File: src/rtl/fpu_pkg.sv
// Shared types for the custom sign|exp|mant FPU: one-hot status codes, pipeline states, bias helper.
package fpu_pkg;

  typedef enum logic [3:0] {
    ST_EXACT     = 4'b0001,
    ST_INEXACT   = 4'b0010,
    ST_OVERFLOW  = 4'b0100,
    ST_UNDERFLOW = 4'b1000
  } fpu_status_t;

  typedef enum logic [2:0] {
    S_IDLE,
    S_ALIGN,
    S_OPERATE,
    S_NORMALIZE,
    S_ROUND,
    S_DONE
  } fpu_state_t;

  function automatic int unsigned fpu_bias(input int unsigned exp_w);
    return (32'd1 << (exp_w - 1)) - 32'd1;
  endfunction

endpackage

File: src/rtl/fpu_lzc.sv
// Combinational leading-zero counter; an all-zero input reports WIDTH.
module fpu_lzc #(
  parameter  int unsigned WIDTH = 29,
  localparam int unsigned CW    = $clog2(WIDTH + 1)
) (
  input  logic [WIDTH-1:0] data_in,
  output logic [CW-1:0]    count_c
);

  // Scan upward so the highest set bit is the last (winning) assignment.
  always_comb begin
    count_c = CW'(WIDTH);
    for (int unsigned i = 0; i < WIDTH; i++) begin
      if (data_in[i]) count_c = CW'(WIDTH - 1 - i);
    end
  end

endmodule

File: src/rtl/fpu_addsub_pipe.sv
// Fixed-latency floating-point add/subtract with RNE rounding and valid/ready handshakes.
// Word layout: sign | exponent (EXP_W) | fraction (MANT_W), hidden leading 1.
module fpu_addsub_pipe
  import fpu_pkg::*;
#(
  parameter int unsigned EXP_W  = 6,
  parameter int unsigned MANT_W = 25
) (
  input  logic                    clock100KHz,
  input  logic                    reset,
  input  logic                    in_valid,
  output logic                    in_ready,
  input  logic                    op_sub_in,
  input  logic [EXP_W+MANT_W:0]   op_A_in,
  input  logic [EXP_W+MANT_W:0]   op_B_in,
  output logic                    out_valid,
  input  logic                    out_ready,
  output logic [EXP_W+MANT_W:0]   data_out,
  output logic [3:0]              status_out
);

  localparam int unsigned W       = 1 + EXP_W + MANT_W;
  localparam int unsigned MW4     = MANT_W + 4;
  localparam int unsigned XW      = EXP_W + 2;
  localparam int unsigned SHW     = $clog2(MW4 + 1);
  localparam int unsigned EXP_MAX = 2 * fpu_bias(EXP_W) + 1;

  fpu_state_t             state_q, state_d;
  logic                   in_ready_q, in_ready_d;
  logic                   out_valid_q, out_valid_d;
  logic [W-1:0]           data_q, data_d;
  logic [3:0]             status_q, status_d;
  logic [W-1:0]           a_q, a_d, b_q, b_d;
  logic [MW4-1:0]         mx_q, mx_d, my_q, my_d;
  logic                   sx_q, sx_d, sy_q, sy_d;
  logic signed [XW-1:0]   exp_q, exp_d;
  logic                   byp_q, byp_d;
  logic [W-1:0]           byp_word_q, byp_word_d;
  logic [MW4:0]           sum_q, sum_d;
  logic                   sign_q, sign_d, zero_q, zero_d;
  logic [MW4-2:0]         norm_q, norm_d;

  logic [EXP_W-1:0]       ea, eb, e_big, e_diff;
  logic [MANT_W-1:0]      fa, fb;
  logic                   a_big;
  logic [MW4-1:0]         m_big, m_sml, m_al, sh_left;
  logic [SHW-1:0]         sh, lzc_c;
  logic [2*MW4-1:0]       sh_full;
  logic                   inc, inexact;
  logic [MANT_W:0]        frac_r;
  logic signed [XW-1:0]   exp_r;

  fpu_lzc #(.WIDTH(MW4)) u_lzc (
    .data_in (sum_q[MW4-1:0]),
    .count_c (lzc_c)
  );

  // Alignment, normalisation shift and rounding datapath.
  always_comb begin
    ea      = a_q[W-2 -: EXP_W];
    eb      = b_q[W-2 -: EXP_W];
    fa      = a_q[MANT_W-1:0];
    fb      = b_q[MANT_W-1:0];
    a_big   = (ea >= eb);
    e_big   = a_big ? ea : eb;
    e_diff  = a_big ? (ea - eb) : (eb - ea);
    m_big   = {1'b1, (a_big ? fa : fb), 3'b000};
    m_sml   = {1'b1, (a_big ? fb : fa), 3'b000};
    sh      = (32'(e_diff) > MW4) ? SHW'(MW4) : SHW'(e_diff);
    sh_full = {m_sml, {MW4{1'b0}}} >> sh;
    m_al    = sh_full[2*MW4-1:MW4] | MW4'(|sh_full[MW4-1:0]);
    sh_left = sum_q[MW4-1:0] << lzc_c;
    inc     = norm_q[2] & (norm_q[1] | norm_q[0] | norm_q[3]);
    inexact = |norm_q[2:0];
    frac_r  = {1'b0, norm_q[MW4-2:3]} + (MANT_W+1)'(inc);
    exp_r   = exp_q + $signed(XW'(frac_r[MANT_W]));
  end

  // Next-state and registered-output logic.
  always_comb begin
    state_d     = state_q;
    in_ready_d  = in_ready_q;
    out_valid_d = out_valid_q;
    data_d      = data_q;
    status_d    = status_q;
    a_d         = a_q;
    b_d         = b_q;
    mx_d        = mx_q;
    my_d        = my_q;
    sx_d        = sx_q;
    sy_d        = sy_q;
    exp_d       = exp_q;
    byp_d       = byp_q;
    byp_word_d  = byp_word_q;
    sum_d       = sum_q;
    sign_d      = sign_q;
    zero_d      = zero_q;
    norm_d      = norm_q;

    case (state_q)
      S_IDLE: begin
        if (in_valid && in_ready_q) begin
          a_d        = op_A_in;
          b_d        = op_B_in ^ {op_sub_in, {(W-1){1'b0}}};
          in_ready_d = 1'b0;
          state_d    = S_ALIGN;
        end
      end
      S_ALIGN: begin
        mx_d       = m_big;
        my_d       = m_al;
        sx_d       = a_big ? a_q[W-1] : b_q[W-1];
        sy_d       = a_big ? b_q[W-1] : a_q[W-1];
        exp_d      = $signed(XW'(e_big));
        // A zero exponent field means exactly zero; pass the other operand through.
        byp_d      = (ea == '0) || (eb == '0);
        byp_word_d = (ea != '0) ? a_q : ((eb != '0) ? b_q : W'(0));
        state_d    = S_OPERATE;
      end
      S_OPERATE: begin
        zero_d = 1'b0;
        if (sx_q == sy_q) begin
          sum_d  = {1'b0, mx_q} + {1'b0, my_q};
          sign_d = sx_q;
        end else if (mx_q >= my_q) begin
          sum_d  = {1'b0, mx_q - my_q};
          sign_d = sx_q;
          zero_d = (mx_q == my_q);
        end else begin
          sum_d  = {1'b0, my_q - mx_q};
          sign_d = sy_q;
        end
        state_d = S_NORMALIZE;
      end
      S_NORMALIZE: begin
        if (sum_q[MW4]) begin
          norm_d = sum_q[MW4-1:1] | (MW4-1)'(sum_q[0]);
          exp_d  = exp_q + $signed(XW'(1));
        end else begin
          norm_d = sh_left[MW4-2:0];
          exp_d  = exp_q - $signed(XW'(lzc_c));
        end
        state_d = S_ROUND;
      end
      S_ROUND: begin
        if (byp_q) begin
          data_d   = byp_word_q;
          status_d = ST_EXACT;
          if (&byp_word_q[W-2 -: EXP_W]) begin
            data_d   = W'(0);
            status_d = ST_OVERFLOW;
          end
        end else if (zero_q) begin
          data_d   = W'(0);
          status_d = ST_EXACT;
        end else if (exp_r >= $signed(XW'(EXP_MAX))) begin
          data_d   = W'(0);
          status_d = ST_OVERFLOW;
        end else if (exp_r <= $signed(XW'(0))) begin
          data_d   = W'(0);
          status_d = ST_UNDERFLOW;
        end else begin
          data_d   = {sign_q, exp_r[EXP_W-1:0], frac_r[MANT_W-1:0]};
          status_d = inexact ? ST_INEXACT : ST_EXACT;
        end
        state_d = S_DONE;
      end
      S_DONE: begin
        out_valid_d = 1'b1;
        if (out_valid_q && out_ready) begin
          out_valid_d = 1'b0;
          in_ready_d  = 1'b1;
          state_d     = S_IDLE;
        end
      end
      default: begin
        out_valid_d = 1'b0;
        in_ready_d  = 1'b1;
        state_d     = S_IDLE;
      end
    endcase
  end

  always_ff @(posedge clock100KHz or negedge reset) begin
    if (!reset) begin
      state_q     <= S_IDLE;
      in_ready_q  <= 1'b1;
      out_valid_q <= 1'b0;
      data_q      <= '0;
      status_q    <= '0;
      a_q         <= '0;
      b_q         <= '0;
      mx_q        <= '0;
      my_q        <= '0;
      sx_q        <= 1'b0;
      sy_q        <= 1'b0;
      exp_q       <= '0;
      byp_q       <= 1'b0;
      byp_word_q  <= '0;
      sum_q       <= '0;
      sign_q      <= 1'b0;
      zero_q      <= 1'b0;
      norm_q      <= '0;
    end else begin
      state_q     <= state_d;
      in_ready_q  <= in_ready_d;
      out_valid_q <= out_valid_d;
      data_q      <= data_d;
      status_q    <= status_d;
      a_q         <= a_d;
      b_q         <= b_d;
      mx_q        <= mx_d;
      my_q        <= my_d;
      sx_q        <= sx_d;
      sy_q        <= sy_d;
      exp_q       <= exp_d;
      byp_q       <= byp_d;
      byp_word_q  <= byp_word_d;
      sum_q       <= sum_d;
      sign_q      <= sign_d;
      zero_q      <= zero_d;
      norm_q      <= norm_d;
    end
  end

  assign in_ready   = in_ready_q;
  assign out_valid  = out_valid_q;
  assign data_out   = data_q;
  assign status_out = status_q;

endmodule
File: config.mk
export PLATFORM = sky130hd
export DESIGN_NAME = fpu_addsub_pipe
export DESIGN_NICKNAME = d
export VERILOG_FILES = /design/src/rtl/fpu_pkg.sv /design/src/rtl/fpu_lzc.sv /design/src/rtl/fpu_addsub_pipe.sv
export SDC_FILE = /design/constraint.sdc
export NUM_CORES = 1
export LEC_CHECK = 0
export BUFFER_PORTS_ARGS = -buffer_cell sky130_fd_sc_hd__buf_2
export CAP_MARGIN = 20
export CORE_MARGIN = 5
export CORE_UTILIZATION = 60
export DETAILED_ROUTE_END_ITERATION = 8
export HOLD_SLACK_MARGIN = 0.06
export PLACE_DENSITY = 0.78
export REMOVE_ABC_BUFFERS = 1
export SLEW_MARGIN = 20
export SYNTH_ARGS = -nofsm -noshare
export SYNTH_HDL_FRONTEND = slang
export SYNTH_SLANG_ARGS = --single-unit
File: constraint.sdc
create_clock -name clock100KHz -period 7.65 [get_ports clock100KHz]
set_input_delay 1.9125 -clock clock100KHz [delete_from_list [all_inputs] [get_ports clock100KHz]]
set_output_delay 1.9125 -clock clock100KHz [all_outputs]
set_load 0.01 [all_outputs]
# --- Yosys cells after proc, flatten, opt, wreduce, memory -nomap -nowiden ---
# Index checks and enable logic that the tools add are counted.
totals:
  reg_bits: 263
  output_inout_bits: 38
  word_cells: 133
op_classes:
  addsub: 9
  order_cmp: 5
  n_eq_ne: 9
  n_shift: 2
  n_mux: 66
  bitwise_logic: 7
  reduce_logical: 17
ops:
  columns: ["op", "n"]
  rows:
  - ["$mux W32", 7]
  - ["$mux W5", 17]
  - ["$shr A58 B5 Y58", 1]
  - ["$sub A29 B29 Y29", 2]
  - ["$mux W25", 2]
  - ["$mux W4", 12]
  - ["$xor A32 B32 Y32", 1]
  - ["$add A29 B29 Y30", 1]
  - ["$mux W30", 1]
  - ["$eq A29 B29 Y1", 1]
  - ["$ge A29 B29 Y1", 1]
  - ["$mux W29", 1]
  - ["$or A29 B1 Y29", 1]
  - ["$reduce_or A29 Y1", 1]
  - ["$shl A29 B5 Y28", 1]
  - ["$mux W28", 1]
  - ["$or A28 B1 Y28", 1]
  - ["$add A25 B1 Y26", 1]
  - ["$mux W3", 7]
  - ["$pmux W3 S6", 1]
  - ["$pmux W8 S2", 1]
  - ["$logic_not A6 Y1", 2]
  - ["$mux W6", 2]
  - ["$reduce_bool A6 Y1", 2]
  - ["31 further kinds", 47]

# --- Depth between registers and ports, before layout ---
depth:
  ltp_word: 32
  mapped_depth: 26

# --- Cells and area by module ---
# From an unflattened synthesis, not the netlist that was laid out.
hier_totals:
  cells_unflattened: 2348
  hier_area_um2: 19431.1
by_module_without_submodules:
  columns: ["mod", "instances", "cells_each", "area_each_um2", "seq_area_each_um2"]
  rows:
  - ["fpu_addsub_pipe", 1, 2293, 19119.6, 6582.6]
  - ["fpu_lzc", 1, 55, 311.5, 0.0]

# --- Least setup slack after synthesis ---
# Ideal clock, no wire load.
synth_path:
  kind: "register to register"
  startpoint: "register sum_q[5]"
  endpoint: "register exp_q[7]"
  setup_time_ps: 128
  arrival_ps: 4417
  required_time_ps: 7522
  setup_slack_ps: 3106
  stages_incl_launch_ff: 27
  n_path_buf: 3
  synth_period_minus_slack_ps: 4544
  path_cell_list: "dfrtp_1 clkbuf_1 nor2_1 o31ai_1 a211oi_1 o31ai_1 a211oi_1 o31ai_1 a211oi_1 nor2_1 inv_2 buf_2 buf_2 ha_1 nand2b_1 inv_1 ha_1 a21o_1 a21o_1 a21o_1 a21oi_1 o21bai_1 a21oi_1 xor2_1 nor3_1 a21oi_1 o21ai_0"
synth_via:
  elab_chain_cells: 27
synth_rtl:
  columns: ["element", "line_no", "source"]
  rows:
  - ["start: declaration", "fpu_addsub_pipe.sv:39", "logic [MW4:0] sum_q, sum_d;"]
  - ["start signal: assignment", "fpu_addsub_pipe.sv:219", "sum_q <= sum_d;"]
  - ["$mux W4 (8 in a row)", "fpu_lzc.sv:14", "if (data_in[i]) count_c = CW'(WIDTH - 1 - i);"]
  - ["$mux W5 (16 in a row)", "fpu_lzc.sv:14", null]
  - ["$sub A8 B6 Y8", "fpu_addsub_pipe.sv:141", "exp_d = exp_q - $signed(XW'(lzc_c));"]
  - ["$mux W8", "fpu_addsub_pipe.sv:136", "if (sum_q[MW4]) begin"]
  - ["$pmux W8 S2", "fpu_addsub_pipe.sv:100", "case (state_q)"]
  - ["end signal: assignment", "fpu_addsub_pipe.sv:216", "exp_q <= exp_d;"]
  - ["end: declaration", "fpu_addsub_pipe.sv:36", "logic signed [XW-1:0] exp_q, exp_d;"]
# No other way between the ends.
# A chain may end at the register's enable or synchronous reset.

# --- Final worst setup path ---
layout_path:
  startpoint: "register sum_q[1]"
  endpoint: "register exp_q[7]"
layout_via:
  elab_chain_cells: 31
layout_rtl:
  columns: ["element", "line_no"]
  rows:
  - ["$mux W3 (4 in a row)", "fpu_lzc.sv:14"]
  - ["$mux W4 (8 in a row)", "fpu_lzc.sv:14"]
  - ["$mux W5 (16 in a row)", "fpu_lzc.sv:14"]
  - ["$sub A8 B6 Y8", "fpu_addsub_pipe.sv:141"]
  - ["$mux W8", "fpu_addsub_pipe.sv:136"]
  - ["$pmux W8 S2", "fpu_addsub_pipe.sv:100"]
# No other way between the ends.

==> results.toml <==
[placed_design]
place.gp.congestion = 0.9777
portBuffers = 106
dp_hpwl_mm = 49.22
place_inst = 2765

[die]
start_util_pct = 61.04
num_rows = 66
die_area_um2 = 37020
ioPinCount = 107
die_x_um = 192.4
core_area_um2 = 32700
die_h_um = 192.4

[logic_synthesis]
synth_edf_count = 0
avgSynthCellArea_um2 = 8.505
ys.flop_type = "dfrtp_1"
synth-async-reset-ratio_pct = 100.0
synth-warning-count = 0
synthCells = 2347
ys_types = 93
ys_seq_area_share_pct = 32.98
synth_seq_cells = 263
syn_area_um2 = 19960

[sta]
tightest_slew_ns = 1.138
slew_violations = 0
min_period_over_period_pct = 70.74
fmax_mhz = 184.8
fin_crit_ns = 5.411
slew_headroom_pct = 22.19
timing.setup.tns_ns = 0
setup_violations = 0
hold_viol_final = 0
fin_skew_ns = 0.01462
rsz0062_at_grt = "no"

[worst_setup_path]
rr_worst_depth = 23
critPathMaxFanout = 25
path_cells = "nor2_1 > o31ai_1 > a211oi_1 > o31ai_1 > a211oi_1 > o31ai_1 > a211oi_1 > nor2_1 > inv_2 > ha_1 > nand2b_1 > inv_1 > ha_1 > a21o_1 > a21o_1 > a21o_1 > a21oi_1 > o21bai_1 > a21oi_1 > xor2_1 > nor3_1 > a21oi_1 > o21ai_0"
start_kind = "flip-flop"
critPathKind = "reg2reg"
rrSetupSlack_ns = 2.24
max_stage_delay_ns = 0.70
r2r-end = "exp_q[7]$_DFFE_PN0P_"
slowest_stage = "nor2_1"
worstPathArrival_ns = 5.86
r2r-start = "sum_q[1]$_DFFE_PN0P_"
required_ns = 8.10
startpoint = "sum_q[1]$_DFFE_PN0P_"
crit_path_end_kind = "flip-flop"

[final_layout]
fillCellCount = 2789
drive_gt1_share_pct = 12.71
syn_to_final_growth_pct = 9.039
finalNonFillerCells = 2820
fin_util_pct = 66.56
fin_nets = 2527

[run]
maxCapViolations = 0

[clocking]
cts_tree = "done"
postCtsSetupBuffers = 0
clockBufferDepth = 3
h-tree-depth = 1
cts_root_buf = "clkbuf_16"
path_clk_slew_ns = 0.06
cts_made_buffers = 29
clkSinkCount = 263
clkLatencyLatePin_ns = 0.58
postCtsHoldBufs = 0
cts_resized = 0

[detailed_routing]
met2_length_mm = 30.00
drtPass1Iterations = 7
dr_wl_met3_mm = 5.510
vias = 18700
viasPerCell = 6.632
top_layer = "met4"
remaining_drc_errors = 0
drt_iter0_drc = 1928
totalWireLength_mm = 65.48
routedWlPerCell_um = 23.22
ant_nets = 0
wl_met1_mm = 27.08

[grt]
grt_usage_pct = 34.56
antenna_found_initial = 0
grt_pass1_wl_mm = 101.2
grt_pass1_vias = 17710
grt_max_degree = 177
grt-ovfl-total = 0

[outcome]
status = "finished, final reports clean"

[min_path]
hold_path_end = "status_out[3]$_DFFE_PN0P_"
holdCritPathClass = "reg2reg"
holdCritStartpoint = "status_out[3]$_DFFE_PN0P_"
hold_path_depth = 2
[kinds of logic (layout without fill, tap and decap cells)]
family	count (synthesis)	after routing	share of synthesized area, %
buf+inv	277	307	5.566
simple gates	720	720	16.12
flops	263	263	32.98
fa+ha+maj	104	104	6.707
other cells	0	1	0
compound gates	674	674	22.64
mux	238	238	12.84
xor+xnor	71	71	3.153
[worst max-delay path: cells and delay by family, from the launching register on]
kind	cells	cell delay, ns
adders and majority gates	2	0.69
buffers and inverters	2	0.58
xor gates and xnor gates	1	0.21
AOI/OAI and AO/OA	14	2.39
DFF	1	0.48
and+or+nand+nor	4	0.94
[routing by layer]
metal  GRT usage (%)  up-vias
met5               0        -
met4           12.37        0
met3           5.174      170
met2           54.94      972
met1           48.34     9029
li1                -     8531
[cell usage in the layout, fill, tap and decap left out, types with 47 or more instances in the layout]
master / instances
xnor2_1: 48
o21ai_0: 166
nand2_1: 207
mux2i_1: 160
ha_1: 99
mux2_2: 69
buf_2: 105
nand3_1: 47
a21oi_1: 156
inv_1: 123
dfrtp_1: 262
a221oi_1: 79
nor2_1: 282
[worst max path at each step]
| stage | end | cells past startpoint |
|---|---|---|
| after floorplan | my_q[0]$_DFFE_PN0P_ | 13 |
| after detailed placement | exp_q[7]$_DFFE_PN0P_ | 23 |
| final | exp_q[7]$_DFFE_PN0P_ | 23 |
| after CTS | exp_q[7]$_DFFE_PN0P_ | 23 |
| after global placement | exp_q[7]$_DFFE_PN0P_ | 23 |
| after global routing | exp_q[7]$_DFFE_PN0P_ | 23 |
[flip-flops by register name, indices dropped and copies added (netlist names), 4 cells and up]
register    flops
a_q            32
b_q            32
byp_word_q     32
data_out       32
sum_q          30
my_q           29
norm_q         28
mx_q           26
exp_q           8
status_out      4
[metrics by stage]
step / setup WS [ns] / instance area [um2] / hold WS (ns)
2_1_floorplan: 1.168 / 19320 / 0.4498
3_3_place_gp: 2.396 / 20670 / 0.4725
3_5_place_dp: 2.340 / 20670 / 0.4675
4_1_cts: 2.303 / 21760 / 0.4877
5_1_grt: 1.746 / 21760 / 0.5220
6_report: 2.239 / 21770 / 0.4797
[cell usage after synthesis, drive strengths merged, types with 21 or more instances]
| master | instances | area share [%] |
|---|---|---|
| a221oi | 81 | 3.7 |
| nor2 | 285 | 5.4 |
| dfrtp | 262 | 33 |
| nand2 | 209 | 3.9 |
| o21ai | 172 | 4.3 |
| xor2 | 21 | 0.92 |
| a21o | 24 | 0.90 |
| nor3 | 47 | 1.2 |
| mux2i | 163 | 8.3 |
| o21bai | 26 | 0.98 |
| nand4 | 23 | 0.83 |
| nand3 | 48 | 1.2 |
| inv | 124 | 2.3 |
| a211oi | 22 | 0.89 |
| a31oi | 30 | 0.94 |
| clkbuf | 115 | 2.2 |
| a21oi | 159 | 4.1 |
| mux2 | 69 | 3.9 |
| buf | 38 | 1.1 |
| ha | 99 | 6.2 |
| xnor2 | 50 | 2.2 |
[area by class of cell]
cell class              count  area, um2  share of cell area, %
inverters                 124      465.4                  2.138
diodes                      1      2.502                0.01150
multi-input cells        1807      12350                  56.75
clock inverters            19      305.3                  1.403
well taps                 442      553.0                  2.541
flip-flops and latches    263       6583                  30.24
clock buffers              35      778.2                  3.576
repair buffers            129      725.7                  3.334
Power is not shown: default switching activity piles up to over one toggle a cycle in this logic, so the estimate is an artifact.
